File: src/rtl/shift_issue_stage.sv
// Issue stage feeding the barrel shifter: decodes R-type shift functs into
// mode/shamt, buffers ops in a 2-entry skid buffer, and keeps debug counters.
module shift_issue_stage #(
    parameter int COUNT_W = 8
) (
    input  logic               clk,
    input  logic               reset,
    input  logic               in_valid,
    output logic               in_ready,
    input  logic [5:0]         funct,
    input  logic [4:0]         instr_shamt,
    input  logic [31:0]        rs_val,
    input  logic [31:0]        rt_val,
    input  logic [4:0]         rd,
    output logic               out_valid,
    input  logic               out_ready,
    output logic [31:0]        sh_a,
    output logic [4:0]         sh_shamt,
    output logic [1:0]         sh_mode,
    output logic [4:0]         out_rd,
    output logic               out_illegal,
    output logic [COUNT_W-1:0] issued_count,
    output logic [COUNT_W-1:0] illegal_count
);

    typedef enum logic [1:0] {EMPTY, ONE, TWO} state_t;

    typedef struct packed {
        logic [31:0] a;
        logic [4:0]  shamt;
        logic [1:0]  mode;
        logic [4:0]  rd;
        logic        illegal;
    } entry_t;

    function automatic entry_t decode(input logic [5:0]  f,
                                      input logic [4:0]  ishamt,
                                      input logic [4:0]  vshamt,
                                      input logic [31:0] rt,
                                      input logic [4:0]  tag);
        entry_t e;
        e.a       = rt;
        e.rd      = tag;
        e.illegal = 1'b0;
        case (f)
            6'h00:   begin e.mode = 2'b00; e.shamt = ishamt; end
            6'h02:   begin e.mode = 2'b01; e.shamt = ishamt; end
            6'h03:   begin e.mode = 2'b10; e.shamt = ishamt; end
            6'h04:   begin e.mode = 2'b00; e.shamt = vshamt; end
            6'h06:   begin e.mode = 2'b01; e.shamt = vshamt; end
            6'h07:   begin e.mode = 2'b10; e.shamt = vshamt; end
            // Mode 11 makes the shifter output zero for non-shift ops.
            default: begin e.mode = 2'b11; e.shamt = 5'd0; e.illegal = 1'b1; end
        endcase
        return e;
    endfunction

    state_t             r_state;
    state_t             w_state_next;
    entry_t             r_main;
    entry_t             r_skid;
    entry_t             w_dec;
    logic [COUNT_W-1:0] r_issued_count;
    logic [COUNT_W-1:0] r_illegal_count;
    logic               w_accept;
    logic               w_pop;
    logic               w_main_from_in;
    logic               w_main_from_skid;
    logic               w_skid_from_in;
    logic               w_unused_rs;

    assign w_unused_rs = ^rs_val[31:5];

    // in_ready depends only on registered state so it never combinationally follows out_ready.
    assign in_ready  = (r_state != TWO) && !reset;
    assign out_valid = (r_state != EMPTY);
    assign w_accept  = in_valid && in_ready;
    assign w_pop     = out_valid && out_ready;
    assign w_dec     = decode(funct, instr_shamt, rs_val[4:0], rt_val, rd);

    always_comb begin
        w_state_next     = r_state;
        w_main_from_in   = 1'b0;
        w_main_from_skid = 1'b0;
        w_skid_from_in   = 1'b0;
        case (r_state)
            EMPTY: begin
                if (w_accept) begin
                    w_state_next   = ONE;
                    w_main_from_in = 1'b1;
                end
            end
            ONE: begin
                if (w_accept && w_pop) begin
                    w_main_from_in = 1'b1;
                end else if (w_accept) begin
                    w_state_next   = TWO;
                    w_skid_from_in = 1'b1;
                end else if (w_pop) begin
                    w_state_next   = EMPTY;
                end
            end
            TWO: begin
                if (w_pop) begin
                    w_state_next     = ONE;
                    w_main_from_skid = 1'b1;
                end
            end
            default: w_state_next = EMPTY;
        endcase
    end

    always_ff @(posedge clk) begin
        if (reset) begin
            r_state         <= EMPTY;
            r_main          <= '0;
            r_skid          <= '0;
            r_issued_count  <= '0;
            r_illegal_count <= '0;
        end else begin
            r_state <= w_state_next;
            if (w_main_from_in) begin
                r_main <= w_dec;
            end else if (w_main_from_skid) begin
                r_main <= r_skid;
            end
            if (w_skid_from_in) begin
                r_skid <= w_dec;
            end
            if (w_pop) begin
                r_issued_count <= r_issued_count + COUNT_W'(1);
            end
            if (w_accept && w_dec.illegal && (r_illegal_count != '1)) begin
                r_illegal_count <= r_illegal_count + COUNT_W'(1);
            end
        end
    end

    assign sh_a          = r_main.a;
    assign sh_shamt      = r_main.shamt;
    assign sh_mode       = r_main.mode;
    assign out_rd        = r_main.rd;
    assign out_illegal   = r_main.illegal;
    assign issued_count  = r_issued_count;
    assign illegal_count = r_illegal_count;

endmodule

File: config.mk
export PLATFORM = sky130hd
export DESIGN_NAME = shift_issue_stage
export DESIGN_NICKNAME = d
export VERILOG_FILES = /design/src/rtl/shift_issue_stage.sv
export SDC_FILE = /design/constraint.sdc
export NUM_CORES = 1
export LEC_CHECK = 0
export ABC_AREA = 1
export CAP_MARGIN = 40
export CORE_MARGIN = 1.5
export CORE_UTILIZATION = 47
export DETAILED_ROUTE_END_ITERATION = 12
export PLACE_DENSITY = 0.91
export SYNTH_ARGS = -nofsm -noshare
export SYNTH_HDL_FRONTEND = slang
export SYNTH_SLANG_ARGS = --single-unit
File: constraint.sdc
create_clock -name clk -period 1.5 [get_ports clk]
set_input_delay 0.3 -clock clk [delete_from_list [all_inputs] [get_ports clk]]
set_output_delay 0.3 -clock clk [all_outputs]
set_load 0.05 [all_outputs]
==> impl_metrics.yaml, run 1 <==
run_status:
  outcome: "finished with violations"
  violated_checks: "negative setup slack"
power:
  power_w: 0.006009
  vdd_drop_max_v: 0.0004902
  clock_power_share: 0.294
  internal_power_w: 0.004294
  netSwitchingFraction: 0.2853
  power.sequential.fraction: 0.509
  switching_power_w: 0.001715
  static-leakage-power_nw: 3.001
  power.share.combinational: 0.197
  power_density_nw_per_um2: 828.8
timing:
  fin_skew_ns: 0.01208
  worst_slew_margin_rel: 0.6540
  worst_slew_pin_slew_ns: 0.5190
  finalHoldViolCount: 0
  timing.final.ws_setup_ns: -0.03388
  minimum_clock_period_ns: 1.534
  grt_setup_unrepaired: "true"
  period_share: 1.023
  drv_slew: 0
  setup_viol_count_final: 5
  timing.hold.ws_ns: 0.3956
  fmax_mhz: 651.9
global_routing:
  grt_max_degree: 59
  grt_use_total: 0.2649
  wire_length_of_the_first_global_routing_pass_mm: 22.20
  globalRoute.totalOverflow: 0
  antenna_found_initial: 0
  first_global_vias: 4835
logic_synthesis:
  netlist_instances: 641
  yosysSeqAreaShare: 0.4623
  synth_warnings: 0
  synthTopCellsByArea: "sky130_fd_sc_hd__dfxtp_1, sky130_fd_sc_hd__nand2_1, sky130_fd_sc_hd__nor2_1, sky130_fd_sc_hd__a21oi_1, sky130_fd_sc_hd__o21ai_0"
  synth.distinct_cells: 29
  yosys_register_bits: 108
  synthesis.area_sq_um: 4677
  post-synth-top-area-fraction: 0.4623
  syn-num-nets: 727
  syn_avg_cell_area_sq_um: 7.296
  netlist.top_cell.by_area: "sky130_fd_sc_hd__dfxtp_1"
worst_setup_path:
  cpPeakStageDelay_ns: 0.38
  cp_startpoint: "r_state[1]"
  timing.critical_path.required_ns: 1.77
  critical_path_peak_fanout: 23
  crit_slowest_cell: "sky130_fd_sc_hd__dfxtp_4"
  worst_setup_path_endpoint: "r_skid[10]"
  cp_num_cells: 7
  critical_path_arrival_ns: 1.80
  ff2ff_setup_slack_ns: -0.03
  crit_chain: "inv_1 > nand3_1 > nor2_4 > buf_8 > clkinv_16 > nor2_2 > nor2_1"
  crit-reg2reg-launch: "r_state[1]"
  setup.worst_path.end_class: "flop"
  cpLargestDelayFamily: "simple AND/OR/NAND/NOR gates"
  critical_path_class: "reg -> reg"
  reg2reg_depth: 7
  critical_path.startpoint_type: "flop"
  r2r-end: "r_skid[10]"
  cp.buffers_inverters: 3
drt:
  detail_route.first_pass.iterations: 6
  final_antenna_net_count: 0
  drtIter0Drc: 347
  wl_per_cell_um: 16.20
  remaining_drc_errors: 0
  route.detailed.vias_per_inst: 5.529
  finalWirelength_mm: 14.92
  detailroute.via_count: 5092
layout:
  fin_area_sq_um: 7251
  layoutNonFillerInstCount: 921
  n_antenna_cell: 0
  areaGrowthSynthToFinish_pct: 55.03
  share_of_final_layout_standard_cells_stronger_than_drive_strength_1: 0.2056
  fin_nets: 870
floorplanning:
  design.die.area_sq_um: 10560
  pin_count: 147
  fp.coreArea_sq_um: 9729
  die_height_um: 102.8
  chipWidth_um: 102.8
  num_rows: 36
  floorplan.initialDensity: 0.4807
placement:
  dpl-instance-area_sq_um: 6797
  placed_cells: 893
  numPortBuffers: 119
  pre_cts_slack_ns: -0.3981
  dp_hpwl_mm: 9.627
  routabilityCongestion: 0.8115
clock_network:
  clock_tree.root_cell: "sky130_fd_sc_hd__clkbuf_8"
  numClockSinks: 108
  cts_tree: "yes"
  numCtsBuffers: 9
  htreeDepth: 3
  cts.hold.buffers_added: 0
  clock_slew_at_reported_path_ffs_ns: 0.10
  clock_latency_ns: 0.37
  cts_max_path_buffers: 2
min_path:
  holdCritPathClass: "in -> reg"
  min_from: "reset"
job:
  drv.max_cap_violation_count: 0
## kinds of logic (layout without fill, tap and decap cells)
kind of cell,Yosys count,after routing,synth area share
simple gates,301,301,0.2665
compound gates,155,155,0.1875
flops,108,108,0.4623
buf+inv,72,219,0.07276
xor+xnor,3,3,0.005619
fa+ha+maj,2,2,0.005350
## layer usage
metal,GRT usage,vias up,routed length (um)
met5,0,-,0
met4,0.1258,0,656
met3,0.05220,72,1078
met2,0.4789,267,7641
met1,0.3002,2389,5546
li1,-,2364,-
## stage by stage
| stage | setup TNS [ns] | utilization |
|---|---|---|
| floorplan | 0 | - |
| global placement | -25.99 | 0.6986 |
| detailed placement | -32.54 | 0.6986 |
| CTS | -0.002010 | 0.7209 |
| global route | -1.213 | 0.7452 |
| finish | -0.08465 | 0.7452 |
## power groups by stage
stage / Combinational, W / Clock (W) / Sequential [W]
2_1_floorplan: 0.000301 / 0 / 0.00331
3_3_place_gp: 0.00109 / 0 / 0.00312
3_5_place_dp: 0.00112 / 0 / 0.00312
4_1_cts: 0.00113 / 0.00176 / 0.00306
5_1_grt: 0.00125 / 0.00190 / 0.00307
6_report: 0.00118 / 0.00177 / 0.00306
## sequential cells by signal (all words and copies together) (netlist names)
register / cells
sh_mode: 2
sh_shamt: 5
out_illegal: 1
illegal_count: 8
out_rd: 5
issued_count: 8
sh_a: 32
r_skid: 45
r_state: 2
## tightest hold or removal path: stages
cell and delay, ns:
sky130_fd_sc_hd__buf_2 0.16, sky130_fd_sc_hd__buf_4 0.21, sky130_fd_sc_hd__a21oi_1 0.05
## synth_stat cells
master,n
sky130_fd_sc_hd__nand2_1,157
sky130_fd_sc_hd__dfxtp_1,108
sky130_fd_sc_hd__nor2_1,102
sky130_fd_sc_hd__a21oi_1,61
sky130_fd_sc_hd__o21ai_0,53
sky130_fd_sc_hd__inv_1,34
sky130_fd_sc_hd__a21boi_0,23
sky130_fd_sc_hd__nand3_1,21
sky130_fd_sc_hd__a21boi_1,14
sky130_fd_sc_hd__clkbuf_1,11
sky130_fd_sc_hd__nand4_1,11
sky130_fd_sc_hd__buf_2,9
sky130_fd_sc_hd__buf_4,7
sky130_fd_sc_hd__buf_6,4
sky130_fd_sc_hd__inv_2,4
sky130_fd_sc_hd__nor2_2,3
sky130_fd_sc_hd__a31oi_1,2
sky130_fd_sc_hd__buf_1,2
sky130_fd_sc_hd__ha_1,2
sky130_fd_sc_hd__nor2_4,2
sky130_fd_sc_hd__nor3_1,2
sky130_fd_sc_hd__xor2_1,2
sky130_fd_sc_hd__inv_4,1
sky130_fd_sc_hd__nand2_4,1
sky130_fd_sc_hd__nand3_4,1
sky130_fd_sc_hd__nor2_8,1
sky130_fd_sc_hd__o211ai_1,1
sky130_fd_sc_hd__o21ai_2,1
sky130_fd_sc_hd__xnor2_1,1
## worst min path at each step
stage                endpoint  cells past startpoint  slack, ns
floorplan           r_skid[0]                      2       0.43
global placement    r_skid[0]                      2       0.45
detailed placement  r_skid[0]                      2       0.46
CTS                   sh_a[0]                      3       0.38
global route        out_rd[2]                      3       0.40
finish              out_rd[2]                      3       0.40
## cell usage in the layout (no fill, tap or decap), drive strengths merged
cell type,n
o21ai,54
a21boi,37
clkdlybuf4s50,54
dfxtp,108
bufinv,1
nor3,2
clkinv,2
inv,40
ha,2
o211ai,1
clkinvlp,2
a21oi,61
buf,109
xor2,2
a31oi,2
clkbuf,10
nor2,108
nand2,158
xnor2,1
nand3,22
nand4,11
dlymetal6s2s,1
## cell type report
type / count / area (sq um)
Fill cell: 630 / 2479
Timing Repair Buffer: 164 / 2266
Multi-Input combinational cell: 461 / 2260
Sequential cell: 108 / 2181
Inverter: 39 / 178.9
Tap cell: 133 / 166.4
Clock buffer: 10 / 127.6
Clock inverter: 5 / 60.06
Timing Repair inverter: 1 / 11.26
## repair_timing
item,4_1_cts,5_1_grt
cloned,0,1
setup buffers,0,12
endpoints found under the setup margin,30,95
resized for setup,10,39
pin swaps,0,10
(Power assumes the default switching activity.)
==> inputs of run 2 (changes only) <==
- GPL_TIMING_DRIVEN: default -> 1
- PLACE_DENSITY: 0.91 -> 0.85
- SETUP_SLACK_MARGIN: default -> 0.3
==> impl_metrics.yaml, run 2 (same netlist as run 1, synthesis figures left out) <==
run_status:
  outcome: "finished with violations"
  violated_checks: "negative setup slack"
drt:
  wl_per_cell_um: 20.19
  detail_route.first_pass.iterations: 5
  met2_wirelength_mm: 9.816
  remaining_drc_errors: 0
  detailroute.via_count: 5576
  wirelength_met1_mm: 6.757
  detailroute.wirelength.met3_mm: 1.479
  route.detailed.vias_per_inst: 5.869
  final_antenna_net_count: 0
  drtIter0Drc: 389
  highest_layer: "met4"
  finalWirelength_mm: 19.18
floorplanning:
  pin_count: 147
  die_height_um: 102.8
  floorplan.initialDensity: 0.4807
  num_rows: 36
  design.die.area_sq_um: 10560
  fp.coreArea_sq_um: 9729
  chipWidth_um: 102.8
layout:
  layoutNonFillerInstCount: 950
  n_antenna_cell: 0
  fin_nets: 898
  n_fill_cell: 480
  final_common_cell: "sky130_fd_sc_hd__nand2_1"
  multi_input_area_sq_um: 2713
  largest_reg_flops: 45
  share_of_final_layout_standard_cells_stronger_than_drive_strength_1: 0.4284
  layout_common_cells: "sky130_fd_sc_hd__nand2_1, sky130_fd_sc_hd__buf_12, sky130_fd_sc_hd__nor2_1"
  max_flop_register: "r_skid"
  areaGrowthSynthToFinish_pct: 75.44
  fin_area_sq_um: 8205
  ff_latch_area_sq_um: 2306
global_routing:
  globalRoute.totalOverflow: 0
  grt_max_degree: 59
  wire_length_of_the_first_global_routing_pass_mm: 26.16
  grt_use_total: 0.3180
  antenna_found_initial: 0
  first_global_vias: 5432
clock_network:
  cts.hold.buffers_added: 0
  clock_latency_ns: 0.38
  cts_tree: "yes"
  numCtsBuffers: 9
  htreeDepth: 3
  clock_slew_at_reported_path_ffs_ns: 0.12
  numClockSinks: 108
  cts_max_path_buffers: 2
  clock_tree.root_cell: "sky130_fd_sc_hd__clkbuf_8"
timing:
  worst_slew_margin_rel: 0.5370
  fin_skew_ns: 0.01390
  setup_viol_count_final: 33
  fmax_mhz: 614.7
  finalHoldViolCount: 0
  timing.hold.ws_ns: 0.4741
  grt_setup_unrepaired: "true"
  drv_slew: 0
  minimum_clock_period_ns: 1.627
  period_share: 1.085
  timing.final.ws_setup_ns: -0.1268
  worst_slew_pin_slew_ns: 0.6944
power:
  power_w: 0.006338
  vdd_drop_max_v: 0.0006386
  static-leakage-power_nw: 3.286
  power_density_nw_per_um2: 772.4
job:
  drv.max_cap_violation_count: 0
worst_setup_path:
  reg2reg_depth: 9
  setup.worst_path.end_class: "flop"
  critical_path_arrival_ns: 1.91
  critical_path.startpoint_type: "flop"
  timing.critical_path.required_ns: 1.79
  crit_slowest_cell: "sky130_fd_sc_hd__dfxtp_4"
  critical_path_peak_fanout: 23
  critical_path_class: "reg -> reg"
  cpPeakStageDelay_ns: 0.40
  crit_chain: "inv_8 > nand2_8 > nand3_4 > nor2_4 > buf_12 > buf_12 > inv_16 > nor2_1 > nor2_1"
min_path:
  min_delay_path_depth: 3
  holdCritPathClass: "in -> reg"
placement:
  dpl-instance-area_sq_um: 6859
  dp_hpwl_mm: 9.456
  routabilityCongestion: 0.8962
  numPortBuffers: 119
  placed_cells: 892
run 2: worst paths after layout:
path	startpoint	to	slack (ns)
max	r_state[0]	r_skid[8]	-0.13
min	reset	sh_a[16]	0.47
max reg2reg	r_state[0]	r_skid[8]	-0.13
min reg2reg	sh_a[24]	sh_a[24]	0.49
run 2: layout make-up:
type,instances,area share
repair inverters,2,0.004880
clock inverters,7,0.009607
flip-flops and latches,108,0.2810
repair buffers,191,0.3169
inverters,39,0.02165
well taps,133,0.02028
multi-input cells,461,0.3306
clock buffers,9,0.01510
run 2: layer usage:
metal | vias up | global-route usage
li1 | 2420 | -
met1 | 2649 | 0.3528
met2 | 394 | 0.5863
met3 | 113 | 0.05763
met4 | 0 | 0.1528
met5 | - | 0
run 2: power by group:
group / internal [W] / switching [W] / leakage (nW)
Sequential: 0.00294 / 0.000109 / 0.913
Combinational: 0.000651 / 0.000746 / 2.27
Clock: 0.000802 / 0.00109 / 0.107
run 2: critical path: cells and delay by family, from the launching register on:
family	cells	cell delay, ns
AND/OR/NAND/NOR	5	0.69
buffers and inverters	4	0.42
flip-flops	1	0.40
run 2: repair_timing:
| action | 4_1_cts | 5_1_grt |
|---|---|---|
| gates resized for setup | 167 | 109 |
| hold endpoints to repair | 0 | 0 |
| gates cloned | 6 | 0 |
| pin swaps | 38 | 34 |
| setup endpoints to repair | 166 | 166 |
| setup buffers | 26 | 10 |
run 2: through the flow:
stage | utilization | TNS (ns) | worst slack, ns
6_report | 0.8434 | -0.8354 | -0.1268
5_1_grt | 0.8434 | -3.388 | -0.1665
4_1_cts | 0.8008 | 0 | 0.06648
3_5_place_dp | 0.7050 | -30.45 | -0.3625
3_3_place_gp | 0.7050 | -24.09 | -0.2869
2_1_floorplan | - | 0 | 0.1897
